[src/rtl/alu_pkg.sv]
// Shared types for the ALU issue stage: ALU op encoding,
// RV32I major opcodes and the issue payload bundle.
package alu_pkg;

   localparam int DATA_W = 32;

   typedef enum logic [3:0] {
      ALU_ADD  = 4'd0,
      ALU_SUB  = 4'd1,
      ALU_AND  = 4'd2,
      ALU_OR   = 4'd3,
      ALU_XOR  = 4'd4,
      ALU_SLL  = 4'd5,
      ALU_SRL  = 4'd6,
      ALU_SRA  = 4'd7,
      ALU_SLT  = 4'd8,
      ALU_SLTU = 4'd9
   } alu_op_e;

   localparam logic [6:0] OPC_OP     = 7'b0110011;
   localparam logic [6:0] OPC_OP_IMM = 7'b0010011;
   localparam logic [6:0] OPC_LUI    = 7'b0110111;
   localparam logic [6:0] OPC_AUIPC  = 7'b0010111;
   localparam logic [6:0] OPC_LOAD   = 7'b0000011;
   localparam logic [6:0] OPC_STORE  = 7'b0100011;
   localparam logic [6:0] OPC_BRANCH = 7'b1100011;
   localparam logic [6:0] OPC_JAL    = 7'b1101111;
   localparam logic [6:0] OPC_JALR   = 7'b1100111;

   typedef struct packed {
      logic [DATA_W-1:0] a;
      logic [DATA_W-1:0] b;
      alu_op_e           op;
      logic [DATA_W-1:0] pc;
      logic [4:0]        rd;
      logic              we;
      logic              illegal;
   } issue_t;

endpackage

[src/rtl/alu_issue_dec.sv]
// Combinational RV32I decode: instr/pc/rs data -> issue payload.
// Ports: instr, pc, rs1_data, rs2_data in; pl (issue_t) out.
// ALU_ISSUE_ILLEGAL_EN enables funct7 and unknown-opcode flagging.
module alu_issue_dec
   import alu_pkg::*;
#(
   parameter int XLEN   = 32,
   parameter int PC_INC = 4
) (
   input  logic [31:0]     instr,
   input  logic [XLEN-1:0] pc,
   input  logic [XLEN-1:0] rs1_data,
   input  logic [XLEN-1:0] rs2_data,
   output issue_t          pl
);

   logic [6:0]      opc;
   logic [2:0]      f3;
   logic [4:0]      rd;
   logic [XLEN-1:0] imm_i;
   logic [XLEN-1:0] imm_s;
   logic [XLEN-1:0] imm_u;
   logic [XLEN-1:0] shamt;
   logic            wr_ok;
`ifdef ALU_ISSUE_ILLEGAL_EN
   logic [6:0]      f7;
   logic            ill;
   assign f7 = instr[31:25];
`endif

   assign opc   = instr[6:0];
   assign f3    = instr[14:12];
   assign rd    = instr[11:7];
   assign imm_i = {{20{instr[31]}}, instr[31:20]};
   assign imm_s = {{20{instr[31]}}, instr[31:25], instr[11:7]};
   assign imm_u = {instr[31:12], 12'b0};
   assign shamt = {27'b0, instr[24:20]};

   always_comb begin
      pl      = '0;
      pl.op   = ALU_ADD;
      pl.pc   = pc;
      pl.rd   = rd;
      wr_ok   = 1'b0;
`ifdef ALU_ISSUE_ILLEGAL_EN
      ill     = 1'b0;
`endif
      unique case (opc)
         OPC_OP: begin
            pl.a  = rs1_data;
            pl.b  = rs2_data;
            wr_ok = 1'b1;
            unique case (f3)
               3'b000: pl.op = instr[30] ? ALU_SUB : ALU_ADD;
               3'b001: pl.op = ALU_SLL;
               3'b010: pl.op = ALU_SLT;
               3'b011: pl.op = ALU_SLTU;
               3'b100: pl.op = ALU_XOR;
               3'b101: pl.op = instr[30] ? ALU_SRA : ALU_SRL;
               3'b110: pl.op = ALU_OR;
               3'b111: pl.op = ALU_AND;
            endcase
`ifdef ALU_ISSUE_ILLEGAL_EN
            // Only SUB and SRA use the alternate funct7.
            ill = !((f7 == 7'h00) ||
                    (f7 == 7'h20 &&
                     (f3 == 3'b000 || f3 == 3'b101)));
`endif
         end
         OPC_OP_IMM: begin
            pl.a  = rs1_data;
            pl.b  = imm_i;
            wr_ok = 1'b1;
            unique case (f3)
               3'b000: pl.op = ALU_ADD;
               3'b001: begin
                  pl.op = ALU_SLL;
                  pl.b  = shamt;
               end
               3'b010: pl.op = ALU_SLT;
               3'b011: pl.op = ALU_SLTU;
               3'b100: pl.op = ALU_XOR;
               3'b101: begin
                  pl.op = instr[30] ? ALU_SRA : ALU_SRL;
                  pl.b  = shamt;
               end
               3'b110: pl.op = ALU_OR;
               3'b111: pl.op = ALU_AND;
            endcase
`ifdef ALU_ISSUE_ILLEGAL_EN
            if (f3 == 3'b001)
               ill = (f7 != 7'h00);
            else if (f3 == 3'b101)
               ill = !(f7 == 7'h00 || f7 == 7'h20);
`endif
         end
         OPC_LUI: begin
            pl.b  = imm_u;
            wr_ok = 1'b1;
         end
         OPC_AUIPC: begin
            pl.a  = pc;
            pl.b  = imm_u;
            wr_ok = 1'b1;
         end
         OPC_LOAD: begin
            pl.a  = rs1_data;
            pl.b  = imm_i;
            wr_ok = 1'b1;
         end
         OPC_STORE: begin
            pl.a = rs1_data;
            pl.b = imm_s;
         end
         OPC_BRANCH: begin
            pl.a = rs1_data;
            pl.b = rs2_data;
            unique case (f3[2:1])
               2'b00:   pl.op = ALU_SUB;
               2'b10:   pl.op = ALU_SLT;
               2'b11:   pl.op = ALU_SLTU;
               default: pl.op = ALU_ADD;
            endcase
         end
         OPC_JAL, OPC_JALR: begin
            // Link value pc + PC_INC is produced by the ALU.
            pl.a  = pc;
            pl.b  = XLEN'(PC_INC);
            wr_ok = 1'b1;
         end
         default: begin
`ifdef ALU_ISSUE_ILLEGAL_EN
            ill = 1'b1;
`endif
         end
      endcase
`ifdef ALU_ISSUE_ILLEGAL_EN
      pl.illegal = ill;
      pl.we      = wr_ok && (rd != 5'd0) && !ill;
`else
      pl.illegal = 1'b0;
      pl.we      = wr_ok && (rd != 5'd0);
`endif
   end

endmodule

[src/rtl/alu_issue.sv]
// ALU issue stage: decode plus a registered valid/ready slot with skid.
// Ports: clk, rst (sync high), flush, in_* handshake/data,
// out_* handshake/ALU operands. Macro: ALU_ISSUE_ILLEGAL_EN.
module alu_issue
   import alu_pkg::*;
#(
   parameter int XLEN   = 32,
   parameter int PC_INC = 4
) (
   input  logic            clk,
   input  logic            rst,
   input  logic            flush,
   input  logic            in_valid,
   output logic            in_ready,
   input  logic [31:0]     in_instr,
   input  logic [XLEN-1:0] in_pc,
   input  logic [XLEN-1:0] in_rs1_data,
   input  logic [XLEN-1:0] in_rs2_data,
   output logic            out_valid,
   input  logic            out_ready,
   output logic [XLEN-1:0] out_a,
   output logic [XLEN-1:0] out_b,
   output logic [3:0]      out_op,
   output logic [XLEN-1:0] out_pc,
   output logic [4:0]      out_rd,
   output logic            out_we,
   output logic            out_illegal
);

   issue_t dec_pl;
   issue_t main_q, main_d;
   issue_t skid_q, skid_d;
   logic   main_v_q, main_v_d;
   logic   skid_v_q, skid_v_d;
   logic   in_fire;

   alu_issue_dec #(
      .XLEN   (XLEN),
      .PC_INC (PC_INC)
   ) u_dec (
      .instr    (in_instr),
      .pc       (in_pc),
      .rs1_data (in_rs1_data),
      .rs2_data (in_rs2_data),
      .pl       (dec_pl)
   );

   // Ready depends only on skid occupancy, never on out_ready.
   assign in_ready = !rst && !skid_v_q;
   assign in_fire  = in_valid && in_ready;

   always_comb begin
      main_d   = main_q;
      main_v_d = main_v_q;
      skid_d   = skid_q;
      skid_v_d = skid_v_q;
      if (flush) begin
         main_v_d = 1'b0;
         skid_v_d = 1'b0;
      end else if (main_v_q && !out_ready) begin
         if (in_fire) begin
            skid_d   = dec_pl;
            skid_v_d = 1'b1;
         end
      end else if (skid_v_q) begin
         // in_ready is low here, so no new entry competes.
         main_d   = skid_q;
         main_v_d = 1'b1;
         skid_v_d = 1'b0;
      end else begin
         main_v_d = in_fire;
         if (in_fire)
            main_d = dec_pl;
      end
   end

   always_ff @(posedge clk) begin
      if (rst) begin
         main_q   <= '0;
         skid_q   <= '0;
         main_v_q <= 1'b0;
         skid_v_q <= 1'b0;
      end else begin
         main_q   <= main_d;
         skid_q   <= skid_d;
         main_v_q <= main_v_d;
         skid_v_q <= skid_v_d;
      end
   end

   assign out_valid   = main_v_q;
   assign out_a       = main_q.a;
   assign out_b       = main_q.b;
   assign out_op      = main_q.op;
   assign out_pc      = main_q.pc;
   assign out_rd      = main_q.rd;
   assign out_we      = main_q.we;
   assign out_illegal = main_q.illegal;

endmodule

[config.mk]
export PLATFORM = sky130hd
export DESIGN_NAME = alu_issue
export DESIGN_NICKNAME = d
export VERILOG_FILES = /design/src/rtl/alu_pkg.sv /design/src/rtl/alu_issue_dec.sv /design/src/rtl/alu_issue.sv
export SDC_FILE = /design/constraint.sdc
export NUM_CORES = 1
export LEC_CHECK = 0
export ABC_AREA = 1
export ABC_CLOCK_PERIOD_IN_PS = 2250
export BUFFER_PORTS_ARGS = -buffer_cell sky130_fd_sc_hd__buf_2
export CAP_MARGIN = 20
export CORE_ASPECT_RATIO = 0.7
export CORE_MARGIN = 2
export CORE_UTILIZATION = 35
export CTS_BUF_LIST = sky130_fd_sc_hd__clkbuf_2 sky130_fd_sc_hd__clkbuf_4 sky130_fd_sc_hd__clkbuf_8
export DETAILED_ROUTE_END_ITERATION = 12
export GPL_ROUTABILITY_DRIVEN = 0
export SYNTH_ARGS = -nofsm -noshare
export SYNTH_HDL_FRONTEND = slang
export SYNTH_SLANG_ARGS = --single-unit
[constraint.sdc]
create_clock -name clk -period 2.25 [get_ports clk]
set_input_delay 0.5625 -clock clk [delete_from_list [all_inputs] [get_ports clk]]
set_output_delay 0.5625 -clock clk [all_outputs]
set_load 0.02 [all_outputs]
==> results.ini <==
[clock_tree]
cts_tree=yes
cts_sinks=214
clk_pin_slew_ps=60
cts_setup_buffers=0
insertion_delay_ps=530
hold_buffers=0
post_cts_resized=0
cts_max_level=2
clockBufferDepth=3
cts_made_buffers=37
cts_root_buffer=clkbuf_8

[power]
internal-power_mw=6.31
netSwitchingPower_mw=2.26
powerDensity_nw_per_um2=701
ir_drop_mv=0.438
pwr-share-comb_pct=10.1
sequentialPowerShare_pct=46.1
power.share.clock_pct=43.8
p_leak_nw=6.23
switching_share_pct=26.4

[layout]
nets=1846
fillCellCount=2964
drive_gt1_share_pct=20.3
diodes=0
area_growth_pct=23.7

[grt]
grt_pass1_vias=9627
antenna_found_initial=0
grt_overflow=0
grt_pass1_wl_mm=51.7
grt_usage_pct=22.0
grt_max_degree=73

[sta]
worst_pin_slew_ps=649
post-route-min-period_ps=2010
tns_ps=0
fin_skew_ps=20.9
hold_viol_final=0
slew_headroom_pct=56.7
holdWs_ps=269
fmax_mhz=498
setup_viol=0
fin_crit_sh_pct=89.2
drv_slew=0
rsz0062_at_grt=no

[worst_setup_path]
crit_family=buffers and inverters
worst_path_max_delay_cell=dfxtp_4
timing.critical_path.from=skid_v_q
worstSetupPathType=reg -> out
reg2reg_from=skid_v_q
worst_ep_required_time_ps=1690
crit_chain=buf_4 -> nor2_1 -> buf_2
worstPathArrival_ps=1440
start_kind=flop
cp_max_fo=20
path_buf_inv=2
r2r_setup_slack_ps=480
r2r-end=out_pc[3]
reg2reg_depth=7
max_stage_delay_ps=360
crit_cells=3
end_kind=output pin
crit_path_end=in_ready

[drt]
drt_wl_total_mm=33.0
antenna_left=0
via_per_inst=4.91
wl_per_cell_um=15.7
drtIter0Drc=728
drc_errors=0
num_vias=10300
firstDrtPassIters=5

[floorplan]
core.rowCount=51
die_area_um2=29600
ios=242
initial_core_util_pct=35.6
die_h_um=145
core_um2=27800
dieWidth_um=205

[synth]
ys_seq_elements=214
synth.cell_area_um2=9880
syn_area_per_cell_um2=6.57
yosysSeqAreaShare_pct=43.3
synth_warnings=0
yosysUniqueCellTypes=29
synth.net_count=1643
synthCells=1504

[flow_run]
max_cap_viol_count=0

[placement]
place_hpwl_mm=21.6
io_buffers=240

[run_status]
status=complete, no violations

[min_path]
hold_path_class=in -> reg

## worst min-delay path by stage
stage               startpoint          to  slack (ps)  depth (start not counted)
finish                   flush    skid_v_q         270                          2
global route             flush    skid_v_q         250                          2
CTS                      flush    skid_v_q         220                          2
detailed placement  out_pc[16]  out_pc[16]         470                          2
global placement    out_pc[25]  out_pc[25]         460                          2
floorplan           skid_q[10]  skid_q[10]         460                          2
## sequential cells by signal (all words and copies together), names as in the netlist
name	flops
out_op	4
out_we	1
out_pc	32
skid_q	106
skid_v_q	1
out_b	32
out_a	32
out_valid	1
out_rd	5
## cell type report
type	instances	area, um2	share of cell area [%]
repair buffers	272	1570	12.8
well taps	371	464	3.80
flip-flops and latches	214	4290	35.1
clock buffers	59	749	6.13
clock inverters	6	38.8	0.317
inverters	107	409	3.35
multi-input cells	1075	4710	38.5
## power by group through the flow
| stage | Combinational [mW] | Sequential [mW] | Clock (mW) |
|---|---|---|---|
| finish | 0.863 | 3.95 | 3.76 |
| CTS | 0.867 | 3.95 | 3.86 |
| detailed placement | 0.863 | 4.03 | 0 |
| global route | 0.958 | 3.96 | 4.06 |
| floorplan | 0.355 | 4.15 | 0 |
| global placement | 0.859 | 4.03 | 0 |
## cells by family after synthesis
kind of cell             synth area share, %
adder cells (fa/ha/maj)                0.760
other                                 0.0379
AND/OR/NAND/NOR                         27.0
buffers and inverters                   9.32
flip-flops                              43.3
AO/OA/AOI/OAI                           19.6
## cell usage in the layout, fill, tap and decap left out, types with 20 or more instances in the layout
master | netlist | final
buf_2 | 26 | 240
nand2_1 | 335 | 335
o21ai_1 | 39 | 39
a21oi_1 | 165 | 164
clkbuf_8 | 0 | 49
buf_4 | 13 | 22
nor2_1 | 289 | 289
dfxtp_1 | 214 | 213
inv_1 | 105 | 103
nor3_1 | 20 | 20
o21ai_0 | 176 | 176
nand3_1 | 27 | 26
## cells in the mapped netlist
cell type	number	area share (%)
nor4_1	1	0.063
buf_6	4	0.46
o21ai_0	176	8.9
a21oi_2	1	0.089
clkbuf_2	2	0.10
dfxtp_1	214	43
o211ai_1	1	0.076
nor2_2	2	0.13
buf_2	26	1.3
buf_1	4	0.15
nor3b_2	1	0.13
inv_1	105	4.0
nand2_2	3	0.19
nand3_1	27	1.4
or2_1	1	0.063
o21bai_1	1	0.076
nand3b_1	1	0.076
inv_2	2	0.076
a21oi_1	165	8.4
o21ai_1	39	2.0
conb_1	1	0.038
nand2_1	335	13
nand4_1	4	0.25
clkbuf_1	59	2.2
nor3_1	20	1.0
a211oi_1	1	0.076
nor2_1	289	11
ha_1	6	0.76
buf_4	13	0.99
## through the flow
| stage | std cells | setup WS, ps | cell area (um2) | power, mW | utilization [%] |
|---|---|---|---|---|---|
| 6_report | 2104 | 243 | 12200 | 8.57 | 44.0 |
| 5_1_grt | 2104 | 181 | 12200 | 8.98 | 44.0 |
| 4_1_cts | 2104 | 197 | 12200 | 8.68 | 44.0 |
| 3_5_place_dp | 2039 | 103 | 11400 | 4.90 | 41.2 |
| 3_3_place_gp | 2039 | 176 | 11400 | 4.89 | 41.2 |
| 2_1_floorplan | 1504 | 483 | 9880 | 4.50 | - |
## layer usage
layer / part of all wire (%) / global-route usage (%) / routed length, um / vias up
li1: - / - / - / 5198
met1: 48 / 30.9 / 15900 / 4738
met2: 42 / 33.8 / 13900 / 347
met3: 7.9 / 4.80 / 2600 / 50
met4: 1.8 / 6.06 / 592 / 0
met5: 0 / 0 / 0 / -
No activity file was read; power rests on OpenSTA's default activity.
